## src/rtl/diff_to_all_seq.sv

```systemverilog
// diff_to_all_seq: sequential activation-derivative over LANES shared units (optional DIFF_TO_ALL_CHAIN_RULE_EN multiplies by err)
module diff_to_all_seq #(
   parameter int SIZE          = 3,
   parameter int DATA_SIZE     = 16,
   parameter int FRAC_BITS     = 8,
   parameter int ACT_TYPE_SIZE = 4,
   parameter int LANES         = 1
) (
   input  logic                          clk,
   input  logic                          reset,
   input  logic                          in_valid,
   output logic                          in_ready,
   input  logic [SIZE*DATA_SIZE-1:0]     x,
   input  logic [SIZE*ACT_TYPE_SIZE-1:0] act_type,
`ifdef DIFF_TO_ALL_CHAIN_RULE_EN
   input  logic [SIZE*DATA_SIZE-1:0]     err,
`endif
   output logic                          out_valid,
   input  logic                          out_ready,
   output logic [SIZE*DATA_SIZE-1:0]     diff,
   output logic                          busy
);
   localparam int PASSES = (SIZE + LANES - 1) / LANES;
   localparam int BW = $clog2(PASSES + 1);
   localparam int W2 = 2 * DATA_SIZE;
   localparam logic signed [DATA_SIZE-1:0] ONE = DATA_SIZE'(1 << FRAC_BITS);

   typedef enum logic [1:0] {IDLE, BUSY, DONE} state_t;

   state_t state, state_n;
   logic [BW-1:0] beat;
   logic [SIZE*DATA_SIZE-1:0] x_r;
   logic [SIZE*ACT_TYPE_SIZE-1:0] at_r;
   logic cv, done_now;
   int lane_e [LANES];
   logic lane_on [LANES];
   logic signed [DATA_SIZE-1:0] lane_val [LANES];
   int wr_e [LANES];
   logic wr_on [LANES];
   logic signed [DATA_SIZE-1:0] wr_val [LANES];

   function automatic logic signed [DATA_SIZE-1:0] gdo_diff_linear();
      return ONE;
   endfunction

   function automatic logic signed [DATA_SIZE-1:0] gdo_diff_binary();
      return '0;
   endfunction

   // hard sigmoid s = clamp(0.5 + v/4, 0, 1); derivative s*(1-s)
   function automatic logic signed [DATA_SIZE-1:0] gdo_diff_sigmoid(input logic signed [DATA_SIZE-1:0] v);
      logic signed [W2-1:0] s, p;
      s = W2'(ONE >>> 1) + W2'(v >>> 2);
      s = s[W2-1] ? '0 : (s > W2'(ONE) ? W2'(ONE) : s);
      p = s * (W2'(ONE) - s);
      return DATA_SIZE'(p >>> FRAC_BITS);
   endfunction

   // hard tanh t = clamp(v, -1, 1); derivative 1 - t*t
   function automatic logic signed [DATA_SIZE-1:0] gdo_diff_tanh(input logic signed [DATA_SIZE-1:0] v);
      logic signed [W2-1:0] t, p;
      t = W2'(v);
      t = t < -W2'(ONE) ? -W2'(ONE) : (t > W2'(ONE) ? W2'(ONE) : t);
      p = t * t;
      return DATA_SIZE'(W2'(ONE) - (p >>> FRAC_BITS));
   endfunction

   function automatic logic signed [DATA_SIZE-1:0] lane_diff(input logic [ACT_TYPE_SIZE-1:0] c, input logic signed [DATA_SIZE-1:0] v);
      return c == ACT_TYPE_SIZE'(1) ? gdo_diff_binary() :
             c == ACT_TYPE_SIZE'(2) ? gdo_diff_sigmoid(v) :
             c == ACT_TYPE_SIZE'(3) ? gdo_diff_tanh(v) : gdo_diff_linear();
   endfunction

`ifdef DIFF_TO_ALL_CHAIN_RULE_EN
   localparam logic signed [W2-1:0] SMAX = W2'({1'b0, {(DATA_SIZE-1){1'b1}}});
   localparam logic signed [W2-1:0] SMIN = ~SMAX;

   logic [SIZE*DATA_SIZE-1:0] err_r;
   logic pipe_on [LANES];
   int pipe_e [LANES];
   logic signed [DATA_SIZE-1:0] pipe_val [LANES];
   logic pipe_last;

   function automatic logic signed [DATA_SIZE-1:0] gdo_chain(input logic signed [DATA_SIZE-1:0] d, input logic signed [DATA_SIZE-1:0] g);
      logic signed [W2-1:0] p;
      p = (W2'(d) * W2'(g)) >>> FRAC_BITS;
      return p > SMAX ? DATA_SIZE'(SMAX) : (p < SMIN ? DATA_SIZE'(SMIN) : DATA_SIZE'(p));
   endfunction

   // err is captured alongside x so the chain-rule product sees the same vector
   always_ff @(posedge clk or posedge reset)
      if (reset) err_r <= '0;
      else if (state == IDLE && in_valid) err_r <= err;

   // one extra register stage per lane between product and diff
   always_ff @(posedge clk or posedge reset) begin
      if (reset) begin
         pipe_last <= 1'b0;
         for (int l = 0; l < LANES; l++) begin
            pipe_on[l] <= 1'b0;
            pipe_e[l] <= 0;
            pipe_val[l] <= '0;
         end
      end else begin
         pipe_last <= cv && beat == BW'(PASSES - 1);
         for (int l = 0; l < LANES; l++) begin
            pipe_on[l] <= lane_on[l];
            pipe_e[l] <= lane_e[l];
            pipe_val[l] <= lane_val[l];
         end
      end
   end

   // diff is written from the pipeline stage, completion follows it
   always_comb begin
      wr_on = pipe_on;
      wr_e = pipe_e;
      wr_val = pipe_val;
      done_now = pipe_last;
   end
`else
   // diff is written straight from the lanes
   always_comb begin
      wr_on = lane_on;
      wr_e = lane_e;
      wr_val = lane_val;
      done_now = cv && beat == BW'(PASSES - 1);
   end
`endif

   // per-lane element selection and derivative for the current beat
   always_comb begin
      cv = state == BUSY && beat < BW'(PASSES);
      for (int l = 0; l < LANES; l++) begin
         lane_e[l] = int'(beat) * LANES + l;
         lane_on[l] = cv && lane_e[l] < SIZE;
         lane_val[l] = '0;
         if (lane_e[l] < SIZE)
`ifdef DIFF_TO_ALL_CHAIN_RULE_EN
            lane_val[l] = gdo_chain(lane_diff(at_r[lane_e[l]*ACT_TYPE_SIZE +: ACT_TYPE_SIZE], x_r[lane_e[l]*DATA_SIZE +: DATA_SIZE]),
                                    err_r[lane_e[l]*DATA_SIZE +: DATA_SIZE]);
`else
            lane_val[l] = lane_diff(at_r[lane_e[l]*ACT_TYPE_SIZE +: ACT_TYPE_SIZE], x_r[lane_e[l]*DATA_SIZE +: DATA_SIZE]);
`endif
      end
   end

   // state register
   always_ff @(posedge clk or posedge reset)
      if (reset) state <= IDLE;
      else state <= state_n;

   // next state and handshake outputs
   always_comb begin
      state_n = state;
      in_ready = state == IDLE;
      busy = state == BUSY;
      out_valid = state == DONE;
      if (state == IDLE && in_valid) state_n = BUSY;
      if (state == BUSY && done_now) state_n = DONE;
      if (state == DONE && out_ready) state_n = IDLE;
   end

   // capture, beat counting and result writes
   always_ff @(posedge clk or posedge reset) begin
      if (reset) begin
         x_r <= '0;
         at_r <= '0;
         beat <= '0;
         diff <= '0;
      end else begin
         if (state == IDLE && in_valid) begin
            x_r <= x;
            at_r <= act_type;
            beat <= '0;
         end else if (cv) beat <= beat + BW'(1);
         for (int l = 0; l < LANES; l++)
            if (wr_on[l]) diff[wr_e[l]*DATA_SIZE +: DATA_SIZE] <= wr_val[l];
      end
   end
endmodule

```

## config.mk

```make
export PLATFORM = sky130hd
export DESIGN_NAME = diff_to_all_seq
export DESIGN_NICKNAME = d
export VERILOG_FILES = /design/src/rtl/diff_to_all_seq.sv
export SDC_FILE = /design/constraint.sdc
export NUM_CORES = 1
export LEC_CHECK = 0
export CAP_MARGIN = 20
export CORE_MARGIN = 2
export CORE_UTILIZATION = 55
export DETAILED_ROUTE_END_ITERATION = 7
export PLACE_DENSITY = 0.75
export REMOVE_ABC_BUFFERS = 1
export SLEW_MARGIN = 30
export SYNTH_ARGS = -nofsm -noshare
export SYNTH_HDL_FRONTEND = slang
export SYNTH_SLANG_ARGS = --single-unit
```

## constraint.sdc

```tcl
create_clock -name clk -period 12.9 [get_ports clk]
set_clock_uncertainty 0.2 [all_clocks]
set_input_delay 3.87 -clock clk [delete_from_list [all_inputs] [get_ports clk]]
set_output_delay 3.87 -clock clk [all_outputs]
set_load 0.01 [all_outputs]
```

After elaboration in Yosys (flattened, before gate mapping)
Index checks and enable logic that the tools add are counted.
- $add $sub $neg: 5
- $lt $le $gt $ge: 5
- equality and inequality tests: 6
- shift-type cells: 4
- reduce and logical (&&, ||, !) cells: 9
- mux-type cells: 14
- $mul: 2
- operator list (cell ; count):
    multiplier 32 x 32 -> 24 bit ; 2
    two-way mux 16 bit ; 4
    two-way mux 32 bit ; 2
    two-way mux 31 bit ; 2
    bitwise mux 48 bit ; 1
    variable shift 16 x 33 -> 48 bit, first input constant ; 1
    variable part select 16 x 33 -> 48 bit ; 1
    variable part select 48 x 7 -> 16 bit ; 1
    negation 6 -> 33 bit ; 1
    subtractor 9 x 31 -> 32 bit, first input constant ; 1
    greater-than comparator 16 x 10 -> 1 bit, second input constant ; 1
    less-than comparator 16 x 9 -> 1 bit, second input constant ; 1
    subtractor 10 x 16 -> 16 bit, first input constant ; 1
    adder 9 x 14 -> 15 bit, first input constant ; 1
    greater-than comparator 15 x 10 -> 1 bit, second input constant ; 1
    variable part select 12 x 5 -> 4 bit ; 1
    two-way mux 2 bit ; 5
    equality test 4 x 2 -> 1 bit, second input constant ; 2
    logical AND 1 bit ; 6
    equality test 2 bit, second input constant ; 2
    equality test 4 x 1 -> 1 bit, second input constant ; 1
    less-than comparator 2 bit, second input constant ; 2
    nonzero test 3 bit ; 1
    adder 2 x 1 -> 2 bit, second input constant ; 1
    3 further kinds ; 3
- output and inout bits: 51
- register bits after elaboration: 112
- input bits: 64
- logic and storage cells: 50

Logic depth before layout (Yosys ltp)
Gate-level depths: netlist (run 1).
- word-level depth: 12
- gate-level depth with buffers: 43
- depth with buffers taken out: 41

Worst setup path after synthesis (run 1)
OpenSTA, ideal clock, no wires.
- kind: reg2reg
- start point: reg beat[1]
- end point: reg diff[15]
- cell stages (with the launch flop): 36
- path buffers: 3
- period minus slack after synthesis: 10373 ps
- slack: 2527 ps
- setup time: 87 ps
- arrival: 10087 ps
- cell sequence: dfrtp_1 > buf_6 > buf_6 > mux2i_1 > a2bb2oi_2 > inv_1 > nor4_4 > and2_1 > a21oi_1 > nor2_1 > inv_2 > nor3_1 > inv_1 > fa_1 > fa_1 > fa_1 > inv_1 > ha_1 > ha_1 > inv_1 > fa_1 > fa_1 > inv_1 > ha_1 > clkbuf_1 > o211a_1 > a2111oi_1 > o31a_1 > o31ai_1 > or4b_4 > nor4b_4 > a21oi_2 > or4_4 > a311o_1 > o41a_1 > o211ai_1
- word-level cells in the longest chain between the ends: 12
- ends and longest elaborated chain (element ; RTL line ; RTL):
    start: declaration ; 31 ; logic [BW-1:0] beat;
    start signal: assignment ; 176 ; end else if (cv) beat <= beat + BW'(1);
    variable part select 48 x 7 -> 16 bit ; 143 ; lane_val[l] = lane_diff(at_r[lane_e[l]*ACT_TYPE_SIZE +: ACT_TYPE_SIZE], x_r[lane_e[l]*DATA_SIZE +: DATA_SIZE]) ...
    adder 9 x 14 -> 15 bit / greater-than comparator 16 x 10 -> 1 bit (equally long branches) ; 53, 63 ;
    greater-than comparator 15 x 10 -> 1 bit / two-way mux 32 bit (equally long branches) ; 54, 63 ;
    two-way mux 31 bit / two-way mux 32 bit (equally long branches) ; 54, 63 ;
    two-way mux 31 bit / multiplier 32 x 32 -> 24 bit (equally long branches) ; 54, 64 ;
    subtractor 9 x 31 -> 32 bit / subtractor 10 x 16 -> 16 bit (equally long branches) ; 55, 65 ;
    multiplier 32 x 32 -> 24 bit / two-way mux 16 bit (equally long branches) ; 55, 71 ;
    two-way mux 16 bit ; 70 ; c == ACT_TYPE_SIZE'(2) ? gdo_diff_sigmoid(v) :
    two-way mux 16 bit ; 69 ; return c == ACT_TYPE_SIZE'(1) ? gdo_diff_binary() :
    two-way mux 16 bit ; 138 ; if (lane_e[l] < SIZE)
    variable part select 16 x 33 -> 48 bit ; 178 ; if (wr_on[l]) diff[wr_e[l]*DATA_SIZE +: DATA_SIZE] <= wr_val[l];
    bitwise mux 48 bit ; 178 ;
    end signal: indexed assignment ; 178 ;
    end: declaration ; 20 ; output logic [SIZE*DATA_SIZE-1:0] diff,
Parallel ways exist; a longest one is shown, timed or not.
A chain may end at the register's enable or synchronous reset.

Worst setup path after layout (run 1)
- start point: reg beat[1]
- end point: reg diff[47]
The elaborated chain is that of the path after synthesis.

==> impl_metrics.toml, run 1 <==
[setup_path]
cp_top_family = "adder cells"
crit_buf_inv = 5
crit_top_cell = "fa_1"
crit_required_ns = 12.97
r2r_cells = 32
worst_setup_path_start_kind = "flip-flop"
arrival_ns = 12.25
end_kind = "flip-flop"
crit_slowest_cell = "dfrtp_1"
r2r_slack_ns = 0.72
regToRegStartpoint = "beat[1]"
reg2reg_to = "diff[47]"
cpPeakStageDelay_ns = 0.88
path_depth = 32
crit_fanout = 30
criticalPathCategory = "flip-flop to flip-flop"

[synthesis]
synthesis.area_um2 = 20530
yosys-top-cells-area = "fa_1 (34%), dfrtp_1 (14%), ha_1 (13%), inv_1 (11%), mux2_2 (3.7%)"
synthArstFlopShare = 1.000
yosys_warnings = 0
yosys.cell_types.count = 81
synth.most_common_cell = "inv_1"
ys_seq_elements = 112
synth_edf_count = 0
ys_seq_area_frac = 0.1365
synth_top_area_share = 0.3432
yosys-top-cells-count = "inv_1 (608), fa_1 (352), ha_1 (220), nor2_1 (133), nand2_1 (120)"
synth_ff_type = "dfrtp_1"
yosys.area.top_type = "fa_1"
postSynthCellCount = 2183
synth.avg_cell_area_um2 = 9.404

[sta]
finalHoldViolCount = 0
setup_ws_ns = 0.7219
rsz0062_at_grt = "no"
timing.setup.tns_ns = 0
fin_crit_sh = 0.9440
max_slew.worst_pin.slew_ns = 0.9253
slew_violations = 0
fin_crit_ns = 12.18
slew_headroom = 0.3784
final-setup-viol-count = 0
clock.fmax_mhz = 82.11

[floorplan]
start_util = 0.5594
die_h_um = 197.2
fp.dieW_um = 197.2
io_pins = 115
rows = 70
fp.dieArea_um2 = 38890
core_area_um2 = 36700

[place]
hpwl_um = 44310
pre_cts_ws_ns = 0.8567
place_congestion = 1.032
portBuffers = 114
dp.cells = 2849

[status]
outcome = "complete, no violations"

[drt]
route.vias.total = 15410
firstDrtPassIters = 6
post_drt_via_cell_ratio = 5.377
wl_um = 50680
ant_nets = 0
first_iter_violations = 1010
drc = 0
wl_per_cell_um = 17.69

[worst_hold_path]
hp-start = "diff[25]"
hold_class = "flip-flop to flip-flop"
holdPathStages = 2
min_to = "diff[25]"

[clocking]
cts-buffers-inserted = 9
hold_buffers = 0
insertion_delay_ns = 0.35
cts.reportedPaths.clkPinSlew_ns = 0.08
clockBufferDepth = 2
cts_sinks = 112
cts_setup_buffers = 0
cts_resized = 0
cts_root_buf = "clkbuf_16"
htree_num_levels = 3
cts_tree = "done"

[finish]
area_delta_synth_final_pct = 11.58
instances_no_fill = 2865
diodes = 0
nets = 3028
drive_gt1_frac = 0.06174
fillCellCount = 3056

[global_route]
grt_max_degree = 86
grt_pass1_vias = 16420
grt_pass1_wl_um = 84190
grt_use_total = 0.2770
overflow = 0
antenna_found_initial = 2

[run]
max_cap_viol_count = 0
## cells in the final DEF (no fill, tap or decap), types with 9 or more instances in the layout
| cell type | netlist | final |
|---|---|---|
| ha_1 | 220 | 220 |
| fa_1 | 352 | 352 |
| nand2_1 | 120 | 120 |
| clkdlybuf4s50_1 | 0 | 114 |
| or3_1 | 38 | 38 |
| dfrtp_1 | 112 | 112 |
| and3_1 | 20 | 20 |
| o211ai_1 | 9 | 9 |
| nand3_1 | 36 | 36 |
| inv_1 | 608 | 607 |
| mux2i_1 | 15 | 15 |
| o21ai_0 | 40 | 40 |
| nor2b_1 | 13 | 13 |
| buf_4 | 0 | 11 |
| clkbuf_16 | 0 | 9 |
| or2_2 | 18 | 18 |
| a21oi_1 | 35 | 35 |
| a22o_1 | 18 | 18 |
| conb_1 | 2 | 126 |
| nor2_1 | 133 | 133 |
| nor3_1 | 33 | 30 |
| a21o_1 | 13 | 13 |
| xor2_1 | 19 | 19 |
| xnor2_1 | 62 | 62 |
| mux2_2 | 68 | 68 |
| a22oi_1 | 12 | 12 |
## per-layer routing
metal	GRT usage	up-vias	wire length (um)
li1	-	7044	-
met1	0.3728	7813	20840
met2	0.4720	471	25210
met3	0.04746	74	3409
met4	0.06043	4	1192
met5	0	-	28
## layout make-up
class                           instances  area [um2]  area share
Inverter                              613        2303      0.1006
Clock inverter                          4       30.03    0.001311
Sequential cell                       112        2803      0.1224
Timing Repair Buffer                  126        1235     0.05391
Tap cell                              468       585.6     0.02556
Clock buffer                           12       236.5     0.01032
Multi-Input combinational cell       1530       15710      0.6860
## per-stage QoR
step / hold slack (ns) / area, um2 / utilization
finish: 0.2888 / 22910 / 0.6242
global route: 0.3198 / 22910 / 0.6242
CTS: 0.2910 / 22890 / 0.6238
detailed placement: 0.2739 / 22630 / 0.6165
global placement: 0.2639 / 22620 / 0.6163
floorplan: 0.2735 / 20770 / -
## kinds of logic (layout without fill, tap and decap cells)
family	count (synthesis)	count (layout)	synth area share
compound gates	207	207	0.07374
xor+xnor	81	81	0.03456
fa+ha+maj	572	572	0.4773
buf+inv	665	755	0.1228
flops	112	112	0.1365
mux	85	85	0.04583
other cells	2	126	0.0003658
simple gates	459	459	0.1088
## flip-flops by register name, indices dropped and copies added, names as in the netlist
name	flops
diff	48
x_r	48
at_r	12
beat	2
state	2
## how the worst max path moves through the flow
| stage | from | end | slack, ns |
|---|---|---|---|
| global route | beat[1] | diff[47] | 0.13 |
| floorplan | beat[1] | diff[15] | 0.99 |
| finish | beat[1] | diff[47] | 0.72 |
| detailed placement | beat[1] | diff[47] | 0.86 |
| global placement | beat[1] | diff[47] | 1.32 |
| CTS | beat[1] | diff[47] | 0.85 |
## worst register-to-register path: cells and delay by family, from the launching register on
family	cells	cell delay, ns
DFF	1	0.88
and+or+nand+nor	10	3.67
AOI/OAI and AO/OA	9	3.06
buffers and inverters	5	0.61
adders and majority gates	8	3.67
Power of run 1 is left out: the tool's default activity adds up to more than one toggle a clock period on the data nets, which glitch-free logic cannot reach.
==> inputs of run 2 (changes only) <==
--- a/config.mk
+++ b/config.mk
@@ -5,8 +5,7 @@
 export SDC_FILE = /design/constraint.sdc
 export NUM_CORES = 1
 export LEC_CHECK = 0
-export CAP_MARGIN = 20
-export CORE_MARGIN = 2
+export CORE_MARGIN = 3
 export CORE_UTILIZATION = 55
 export DETAILED_ROUTE_END_ITERATION = 7
 export PLACE_DENSITY = 0.75
==> run 2 against run 1 <==
Maximum frequency rose by 0.55%; critical endpoint is now diff[15]; design area rose by 0.15%; sequential share of layout area barely moved; global-route usage fell by 0.23 points.
==> impl_metrics.toml, run 2 (synthesized netlist as in run 1, its figures left out) <==
[place]
place_congestion = 0.9706
hpwl_um = 45010
portBuffers = 114

[setup_path]
cpPeakStageDelay_ns = 0.74
worst_setup_path_start_kind = "flip-flop"
end_kind = "flip-flop"
crit_fanout = 30
crit_top_cell = "fa_1"
criticalPathCategory = "flip-flop to flip-flop"
crit_required_ns = 12.97
crit_slowest_cell = "a2111oi_1"
arrival_ns = 12.18

[floorplan]
die_h_um = 199.2
core_area_um2 = 36700
fp.dieW_um = 199.2
io_pins = 115
rows = 70
start_util = 0.5594
fp.dieArea_um2 = 39680

[finish]
fillCellCount = 3055
final_cell_mix = "inv_1 (607), fa_1 (352), ha_1 (220), nor2_1 (133), conb_1 (126)"
seqCellArea_um2 = 2803
layout.cells.most_common = "inv_1"
largestRegisters = "diff (48), x_r (48), at_r (12)"
area_delta_synth_final_pct = 11.74
multi_input_area_um2 = 15720
diodes = 0
nets = 3027
drive_gt1_frac = 0.06177

[sta]
finalHoldViolCount = 0
slew_headroom = 0.4321
rsz0062_at_grt = "no"
final-setup-viol-count = 0
fin_crit_sh = 0.9389
timing.setup.tns_ns = 0
slew_violations = 0
clock.fmax_mhz = 82.57
max_slew.worst_pin.slew_ns = 0.8458
fin_crit_ns = 12.11

[global_route]
overflow = 0
grt_max_degree = 63
grt_use_total = 0.2747
grt_pass1_vias = 16530
grt_pass1_wl_um = 85280
antenna_found_initial = 1

[drt]
wl_um = 51440
first_iter_violations = 979
post_drt_via_cell_ratio = 5.312
route.vias.total = 15210
firstDrtPassIters = 5
drc = 0
wl_per_cell_um = 17.96
ant_nets = 0

[clocking]
cts.reportedPaths.clkPinSlew_ns = 0.07
cts-buffers-inserted = 9
cts_setup_buffers = 0
hold_buffers = 0
cts_tree = "done"
cts_sinks = 112
htree_num_levels = 3
clockBufferDepth = 2
cts_resized = 0
insertion_delay_ns = 0.35
cts_root_buf = "clkbuf_16"

[run]
max_cap_viol_count = 0

[status]
outcome = "complete, no violations"

[worst_hold_path]
hold_class = "flip-flop to flip-flop"
[run 2: path summary, 6_finish.rpt]
path,from,end,slack (ns),cells after the start
setup / recovery,beat[1],diff[15],0.79,32
hold / removal,diff[2],diff[2],0.28,2
setup reg to reg,beat[1],diff[15],0.79,32
hold reg to reg,diff[2],diff[2],0.28,2
max in group asynchronous,reset,at_r[0],7.72,4
min in group asynchronous,reset,diff[40],3.67,2
[run 2: worst max-delay path: cells and delay by family (launching register included)]
kind	cells	cell delay (ns)
AND/OR/NAND/NOR	10	3.76
flip-flops	1	0.67
buffers and inverters	5	0.59
AO/OA/AOI/OAI	9	3.13
adder cells (fa/ha/maj)	8	3.64
[run 2: per-layer routing]
layer  share of wire  track usage
met5         0.00025            0
met4           0.024      0.05830
met3           0.065      0.04417
met2            0.49       0.4661
met1            0.42       0.3767
[run 2: metrics by stage]
stage | area [um2] | setup slack [ns] | instances | hold slack (ns) | utilization
2_1_floorplan | 20770 | 0.9936 | 2255 | 0.2735 | -
3_3_place_gp | 22600 | 1.373 | 2847 | 0.2643 | 0.6159
3_5_place_dp | 22640 | 0.9753 | 2848 | 0.2713 | 0.6168
4_1_cts | 22930 | 0.9332 | 2864 | 0.2871 | 0.6250
5_1_grt | 22940 | 0.1107 | 2864 | 0.3154 | 0.6251
6_report | 22940 | 0.7884 | 2864 | 0.2841 | 0.6251
[run 2: layout make-up]
class,count,share of cell area
clock buffers,12,0.01074
clock inverters,4,0.002236
inverters,613,0.1004
multi-input cells,1530,0.6850
flip-flops and latches,112,0.1222
well taps,468,0.02552
repair buffers,125,0.05389
Power of run 2 is left out for the same reason.
